<file path="src/rtl/regfile_loader.sv">
// Loads a byte stream into consecutive register-file addresses, then reads each
// written location back through port 1 and flags the first mismatch.
module regfile_loader #(
  parameter int DEPTH = 8,
  parameter int WIDTH = 8,
  parameter int AW    = 3
) (
  input  logic             clk,
  input  logic             reset,
  input  logic             start,
  input  logic [AW-1:0]    base,
  input  logic [AW:0]      count,
  input  logic             in_valid,
  input  logic [WIDTH-1:0] in_data,
  output logic             in_ready,
  output logic [AW-1:0]    A3,
  output logic [WIDTH-1:0] WD3,
  output logic             WE3,
  output logic [AW-1:0]    A1,
  input  logic [WIDTH-1:0] RD1,
  output logic             busy,
  output logic             done,
  output logic             err,
  output logic [AW-1:0]    err_addr
);

  localparam logic [AW:0] NMAX = (AW+1)'(DEPTH);
  localparam logic [AW:0] ONE  = (AW+1)'(1);

  typedef enum logic [2:0] {IDLE, LOAD, DRAIN, VERIFY, DONE} state_t;

  state_t           state, state_nxt;
  logic [AW-1:0]    base_q;
  logic [AW:0]      n_q, idx, cnt_sat;
  logic [AW-1:0]    cur_addr;
  logic             hs, last, mism;
  logic [WIDTH-1:0] shadow [DEPTH];

  assign cnt_sat  = (count > NMAX) ? NMAX : count;
  assign cur_addr = base_q + idx[AW-1:0];
  assign hs       = in_valid & in_ready;
  assign last     = (idx == n_q - ONE);
  assign mism     = (RD1 != shadow[idx[AW-1:0]]);

  always_ff @(posedge clk or negedge reset) begin
    if (!reset) state <= IDLE;
    else        state <= state_nxt;
  end

  always_comb begin
    state_nxt = state;
    case (state)
      IDLE:    if (start) state_nxt = (cnt_sat == '0) ? DONE : LOAD;
      LOAD:    if (hs && last) state_nxt = DRAIN;
      DRAIN:   state_nxt = VERIFY;
      VERIFY:  if (last) state_nxt = DONE;
      DONE:    state_nxt = IDLE;
      default: state_nxt = IDLE;
    endcase
  end

  // Decoded from the state register only, so async reset clears them at once.
  always_comb begin
    in_ready = (state == LOAD);
    busy     = (state != IDLE);
    done     = (state == DONE);
    A1       = (state == VERIFY) ? cur_addr : '0;
  end

  always_ff @(posedge clk or negedge reset) begin
    if (!reset) begin
      base_q   <= '0;
      n_q      <= '0;
      idx      <= '0;
      A3       <= '0;
      WD3      <= '0;
      WE3      <= 1'b0;
      err      <= 1'b0;
      err_addr <= '0;
    end else begin
      WE3 <= 1'b0;
      case (state)
        IDLE: if (start) begin
          base_q   <= base;
          n_q      <= cnt_sat;
          idx      <= '0;
          err      <= 1'b0;
          err_addr <= '0;
        end
        LOAD: if (hs) begin
          A3  <= cur_addr;
          WD3 <= in_data;
          WE3 <= 1'b1;
          idx <= last ? '0 : idx + ONE;
        end
        VERIFY: begin
          if (mism && !err) begin
            err      <= 1'b1;
            err_addr <= cur_addr;
          end
          idx <= idx + ONE;
        end
        default: ;
      endcase
    end
  end

  // Shadow needs no reset: every entry is written in LOAD before VERIFY reads it.
  always_ff @(posedge clk) begin
    if (state == LOAD && hs) shadow[idx[AW-1:0]] <= in_data;
  end

endmodule

</file>
<file path="config.mk">
export PLATFORM = sky130hd
export DESIGN_NAME = regfile_loader
export DESIGN_NICKNAME = d
export VERILOG_FILES = /design/src/rtl/regfile_loader.sv
export SDC_FILE = /design/constraint.sdc
export NUM_CORES = 1
export LEC_CHECK = 0
export ABC_AREA = 0
export ABC_CLOCK_PERIOD_IN_PS = 2700
export CORE_MARGIN = 2
export CORE_UTILIZATION = 63
export DETAILED_ROUTE_END_ITERATION = 16
export DONT_BUFFER_PORTS = 1
export PLACE_DENSITY = 0.79
export SLEW_MARGIN = 10
export SYNTH_ARGS = -nofsm -noshare
export SYNTH_HDL_FRONTEND = slang
export SYNTH_SLANG_ARGS = --single-unit
</file>
<file path="constraint.sdc">
create_clock -name clk -period 2.7 [get_ports clk]
set_input_delay 0.405 -clock clk [delete_from_list [all_inputs] [get_ports clk]]
set_output_delay 0.405 -clock clk [all_outputs]
set_load 0.005 [all_outputs]
</file>
[Yosys cells after proc, flatten, opt, wreduce, memory -nomap -nowiden]
Memory sizes are Yosys's and may differ from the RTL's.
Index checks and enable logic that the tools add are counted.
Operators by class
  muxes and demuxes: 21
  $lt $le $gt $ge: 1
  $add $sub $neg: 3
  bitwise gates (word level): 1
  equality and inequality tests: 11
  reduce and logical (&&, ||, !) cells: 14
Operators with widths (count)
  3-bit 2-to-1 mux: 7
  4-bit 2-to-1 mux: 4
  3-bit one-hot mux with 4 select lines: 1
  4-bit one-hot mux with 3 select lines: 1
  3-bit AND reduction: 3
  8-bit inequality test: 1
  3-bit by 2-bit == test with 1-bit output, second input constant: 2
  1-bit 2-to-1 mux: 6
  2-bit by 1-bit inequality test with 1-bit output, second input constant: 3
  3-bit one-hot mux with 2 select lines: 1
  3-bit nonzero test: 2
  4-bit by 1-bit adder with 4-bit output, second input constant: 1
  4-bit == test: 1
  4-bit greater-than comparator, second input constant: 1
  4-bit logical NOT: 1
  2-bit inequality test, second input constant: 2
  2-bit AND reduction: 2
  4-bit by 1-bit subtractor with 4-bit output, second input constant: 1
  3-bit adder: 1
  3-bit by 1-bit == test with 1-bit output, second input constant: 1
  3-bit == test, second input constant: 1
  1-bit logical AND: 3
  3-bit logical NOT: 1
  1-bit one-hot mux with 2 select lines: 1
  3 further kinds: 3
Word-level totals
  bits of input ports: 27
  register bits after elaboration: 30
  bits in writable memories: 64
  word-level logic and storage cells: 61
  output and inout port bits: 22
  memories: 1
Memories
  shadow: depth 8, width 8, rd ports 1, clocked after memory_dff 0, wr ports 1, line 37  | logic [WIDTH-1:0] shadow [DEPTH];

[Logic depth before layout (Yosys ltp)]
  word-level depth: 6
  mapped depth: 9
  depth with buffers taken out: 8

[Worst setup path after synthesis]
No wires, ideal clock.
  kind: register to register
  start: register state[0]
  end: memory shadow[0][0] (enable)
  clock period less this slack: 2.317 ns
  arrival: 1.922 ns
  setup slack: 0.383 ns
  stages on the path, launching flop included: 7
  setup time: 0.395 ns
  data required time: 2.305 ns
  path buffers: 2
  cells stage by stage: dfrtp_1 clkbuf_1 nand2b_1 nor2_1 nand2_1 clkbuf_1 nor4_1
Between the ends
  cells in the longest elaborated chain, start to end: 5
RTL lines
  start, declared: line 32  | state_t state, state_nxt;
  start signal, assigned: line 47  | else state <= state_nxt;
  3-bit by 1-bit == test with 1-bit output (*): line 64  | in_ready = (state == LOAD);
  named net in_ready: line 15  | output logic in_ready,
  1-bit bitwise AND: line 41  | assign hs = in_valid & in_ready;
  1-bit logical AND (*): line 110  | if (state == LOAD && hs) shadow[idx[AW-1:0]] <= in_data;
  1-bit 2-to-1 mux (*): line 110
  1-bit 2-to-1 mux (implied by the code) (*): line 110
  end, declared: line 37
Mark *: on every way through the listed nets, which the timed path passes. The rest lies on a longest branch.

[Final worst setup path]
  start: register idx[0]
  end: output port A1[2]
Between the ends
  cells in the longest elaborated chain, start to end: 2
RTL lines
  start, declared: line 34  | logic [AW:0] n_q, idx, cnt_sat;
  start signal, assigned: line 94  | idx <= last ? '0 : idx + ONE;
  start signal, assigned: line 101  | idx <= idx + ONE;
  3-bit adder: line 40  | assign cur_addr = base_q + idx[AW-1:0];
  3-bit 2-to-1 mux: line 67  | A1 = (state == VERIFY) ? cur_addr : '0;
  end, declared: line 19  | output logic [AW-1:0] A1,
Every way passes these cells.

==> out/metrics.csv <==
metric,value,unit
status,"complete, no violations",
clock-root-buffer,sky130_fd_sc_hd__clkbuf_8,
cts.sinks,94,
h-tree-depth,3,
grt_pass1_vias,2351,
clkLatencyLatePin,0.36,ns
grt_first_pass_wirelength,12600,um
route.detailed.vias_per_inst,6.12,
synth_fp_nets,310,
finish.net_count,328,
max_freq,389,MHz
fillers,445,
grt_setup_unrepaired,no,
die_area,7090,sq um
tritoncts_clock_tree,done,
maximum_root_to_sink_buffer_count,2,
finalHoldViolations,0,
die_height,84.2,um
grt_start_max_net_pins,31,
timing.clock.skew,0.00871,ns
drc,0,
cap_viol_max_count,0,
timing.critical_path.from,idx[0],
drive_gt1_frac,0.172,
drt_wl_total,8030,um
firstDrtPassIters,4,
cp.arrival,2.17,ns
tightestPinTransition,0.547,ns
fp.coreArea,6280,sq um
drt.antenna.violating_nets,0,
final.setup.worst_slack,0.129,ns
grt_util_all_layers,0.245,
fin_tns_setup,0,ns
ff2ff_path_depth,6,
start_util,0.646,
postSynthRegisterBits,94,
timing.rr.end,err_addr[2],
gpl.final_weighted_congestion,0.805,
holdWs,0.132,ns
worst_setup_path_end_kind,output pin,
post_drt_wl_per_cell,21.2,um
timing.rr.start,idx[0],
buffer_ports.inserted,0,
worst_path_largest_cell_delay,0.53,ns
antennaDiodeCount,0,
critPathKind,reg2out,
slew_viol_final,0,
critical_path.startpoint_type,register,
ys.warnings.count,0,
num_vias,2318,
final.min_clock_period,2.57,ns
timing.critical_path.cells,buf_12 > ha_1 > fa_1 > xor2_1 > xnor2_2 > nor2_1,
hold_class,in2reg,
yosysSeqAreaShare,0.659,
syn_area_per_cell,14.5,sq um
synth_cells,279,
timing.critical_path.required,2.30,ns
reg_clk_slew_reported_paths,0.09,ns
setup_violations,0,
cp-endpoint,A1[2],
worstHoldStart,in_data[7],
slew-limit-headroom,0.635,
worst_voltage_drop_across_the_vdd_grid,0.726,mV
crit_path_top_delay_cell,sky130_fd_sc_hd__dfrtp_2,
syn_area,4050,sq um
antenna_found_initial,0,
p_per_area,1070,nW/um^2
setup.reg_to_reg.worst_slack,0.37,ns
final_min_period_over_clock_period,0.952,
synthesis_to_finish_area_growth,9.57,%
utilization,0.707,
crit_fanout,25,
number_of_buffers_added_by_the_clock_tree_synthesis_step,9,
drt_iter0_markers,169,
dp_worst_setup_slack,0.196,ns
p_total,4.73,mW
ys_types,36,
top_level_ports,49,
place.detailed.hpwl,5370,um
grt-ovfl-total,0,
power_leakage,1.71,nW
die_w,84.2,um
row_count,29,
## worst min-delay path by stage
stage	slack [ns]	end	cells after the start
floorplan	0.11	A3[0]	0
global placement	0.11	err_addr[1]	0
detailed placement	0.11	err_addr[1]	0
CTS	0.12	shadow[0][0]	0
global route	0.10	shadow[0][0]	0
finish	0.13	shadow[1][7]	0
## cell type report
| cell class | count | area (sq um) | area share |
|---|---|---|---|
| repair buffers | 17 | 155 | 0.0349 |
| clock buffers | 9 | 124 | 0.0279 |
| multi-input cells | 168 | 1300 | 0.293 |
| inverters | 7 | 26.3 | 0.00592 |
| well taps | 77 | 96.3 | 0.0217 |
| clock inverters | 7 | 65.1 | 0.0147 |
| flip-flops and latches | 94 | 2670 | 0.602 |
## placed cells by master, fill, tap and decap left out, types with 2 or more instances in the layout
| cell | n |
|---|---|
| sky130_fd_sc_hd__a22oi_1 | 10 |
| sky130_fd_sc_hd__and3_1 | 5 |
| sky130_fd_sc_hd__a21o_1 | 3 |
| sky130_fd_sc_hd__clkinv_1 | 2 |
| sky130_fd_sc_hd__edfxtp_1 | 64 |
| sky130_fd_sc_hd__nand2b_1 | 6 |
| sky130_fd_sc_hd__xnor2_1 | 2 |
| sky130_fd_sc_hd__nand2_1 | 24 |
| sky130_fd_sc_hd__a21oi_1 | 8 |
| sky130_fd_sc_hd__inv_1 | 6 |
| sky130_fd_sc_hd__xor2_1 | 6 |
| sky130_fd_sc_hd__mux4_2 | 6 |
| sky130_fd_sc_hd__buf_4 | 14 |
| sky130_fd_sc_hd__ha_1 | 3 |
| sky130_fd_sc_hd__o22ai_1 | 2 |
| sky130_fd_sc_hd__dfrtp_1 | 29 |
| sky130_fd_sc_hd__and2_1 | 2 |
| sky130_fd_sc_hd__buf_12 | 2 |
| sky130_fd_sc_hd__nor3_1 | 6 |
| sky130_fd_sc_hd__mux2i_1 | 28 |
| sky130_fd_sc_hd__mux2_2 | 12 |
| sky130_fd_sc_hd__clkinvlp_4 | 3 |
| sky130_fd_sc_hd__clkbuf_8 | 9 |
| sky130_fd_sc_hd__nor2b_1 | 5 |
| sky130_fd_sc_hd__o21ai_0 | 13 |
| sky130_fd_sc_hd__nand3_1 | 3 |
| sky130_fd_sc_hd__nor2_1 | 14 |
## what timing repair did
| item | CTS | global route |
|---|---|---|
| resized for setup | 1 | 1 |
| cloned | 0 | 0 |
| hold buffers | 2 | 0 |
| hold endpoints to repair | 30 | 0 |
| setup endpoints to repair | 1 | 1 |
| buffers inserted | 0 | 0 |
## worst max-delay path: cells and delay by family (launching register included)
kind | cells | cell delay [ns]
adders and majority gates | 2 | 0.58
DFF | 1 | 0.53
xor gates and xnor gates | 2 | 0.34
buffers and inverters | 1 | 0.22
and+or+nand+nor | 1 | 0.14
## flip-flops by register name, summed over array words and instances, names as in the netlist
signal	cells
idx	4
A3	3
shadow	64
state	3
err	1
n_q	4
WD3	8
WE3	1
base_q	3
err_addr	3
## power breakdown
| part | leakage, nW | internal, mW | switching [mW] | total [mW] |
|---|---|---|---|---|
| clock network | 0.0863 | 0.420 | 0.476 | 0.895 |
| logic | 0.681 | 0.799 | 0.904 | 1.70 |
| registers | 0.945 | 1.86 | 0.275 | 2.14 |
## synth_stat cells
master                       n  area, sq um
sky130_fd_sc_hd__edfxtp_1   64         1920
sky130_fd_sc_hd__dfrtp_1    30          751
sky130_fd_sc_hd__mux2i_1    28          280
sky130_fd_sc_hd__nand2_1    24         90.1
sky130_fd_sc_hd__nor2_1     14         52.6
sky130_fd_sc_hd__o21ai_0    13         65.1
sky130_fd_sc_hd__mux2_2     12          135
sky130_fd_sc_hd__a22oi_1    10         75.1
sky130_fd_sc_hd__a21oi_1     8         40.0
sky130_fd_sc_hd__inv_1       6         22.5
sky130_fd_sc_hd__mux4_2      6          135
sky130_fd_sc_hd__nand2b_1    6         37.5
sky130_fd_sc_hd__nor3_1      6         30.0
sky130_fd_sc_hd__xor2_1      6         52.6
sky130_fd_sc_hd__and3_1      5         31.3
sky130_fd_sc_hd__clkbuf_1    5         18.8
sky130_fd_sc_hd__nor2b_1     5         31.3
sky130_fd_sc_hd__a21o_1      3         22.5
sky130_fd_sc_hd__ha_1        3         37.5
sky130_fd_sc_hd__nand3_1     3         15.0
sky130_fd_sc_hd__xnor2_1     3         26.3
sky130_fd_sc_hd__and2_1      2         12.5
sky130_fd_sc_hd__buf_4       2         15.0
sky130_fd_sc_hd__buf_6       2         22.5
sky130_fd_sc_hd__o22ai_1     2         12.5
sky130_fd_sc_hd__buf_2       1         5.00
sky130_fd_sc_hd__fa_1        1         20.0
sky130_fd_sc_hd__inv_2       1         3.75
sky130_fd_sc_hd__nor3b_1     1         7.51
sky130_fd_sc_hd__nor4_1      1         6.26
sky130_fd_sc_hd__o2111ai_1   1         8.76
sky130_fd_sc_hd__o21bai_1    1         7.51
sky130_fd_sc_hd__o31ai_4     1         21.3
sky130_fd_sc_hd__o32ai_1     1         8.76
sky130_fd_sc_hd__or4_1       1         7.51
sky130_fd_sc_hd__xnor3_1     1         22.5
## through the flow
| stage | instances | instance area (sq um) |
|---|---|---|
| 6_report | 379 | 4440 |
| 5_1_grt | 379 | 4440 |
| 4_1_cts | 379 | 4430 |
| 3_5_place_dp | 361 | 4210 |
| 3_3_place_gp | 361 | 4210 |
| 2_1_floorplan | 279 | 4050 |
## per-layer routing
layer	vias up	track usage	share of wire
li1	1075	-	-
met3	12	0.0757	0.049
met1	1164	0.323	0.42
met4	0	0.0821	0.018
met5	-	0	0
met2	67	0.394	0.51
## logic make-up (layout without fill, tap and decap cells)
family                   count (synthesis)  count (layout)  synth area share
AND/OR/NAND/NOR                         68              68            0.0793
flip-flops                              94              94             0.659
AO/OA/AOI/OAI                           40              40            0.0645
XOR/XNOR                                10              10            0.0250
multiplexers                            46              46             0.136
buffers and inverters                   17              40            0.0216
adder cells (fa/ha/maj)                  4               4            0.0142
(Power assumes the default switching activity.)
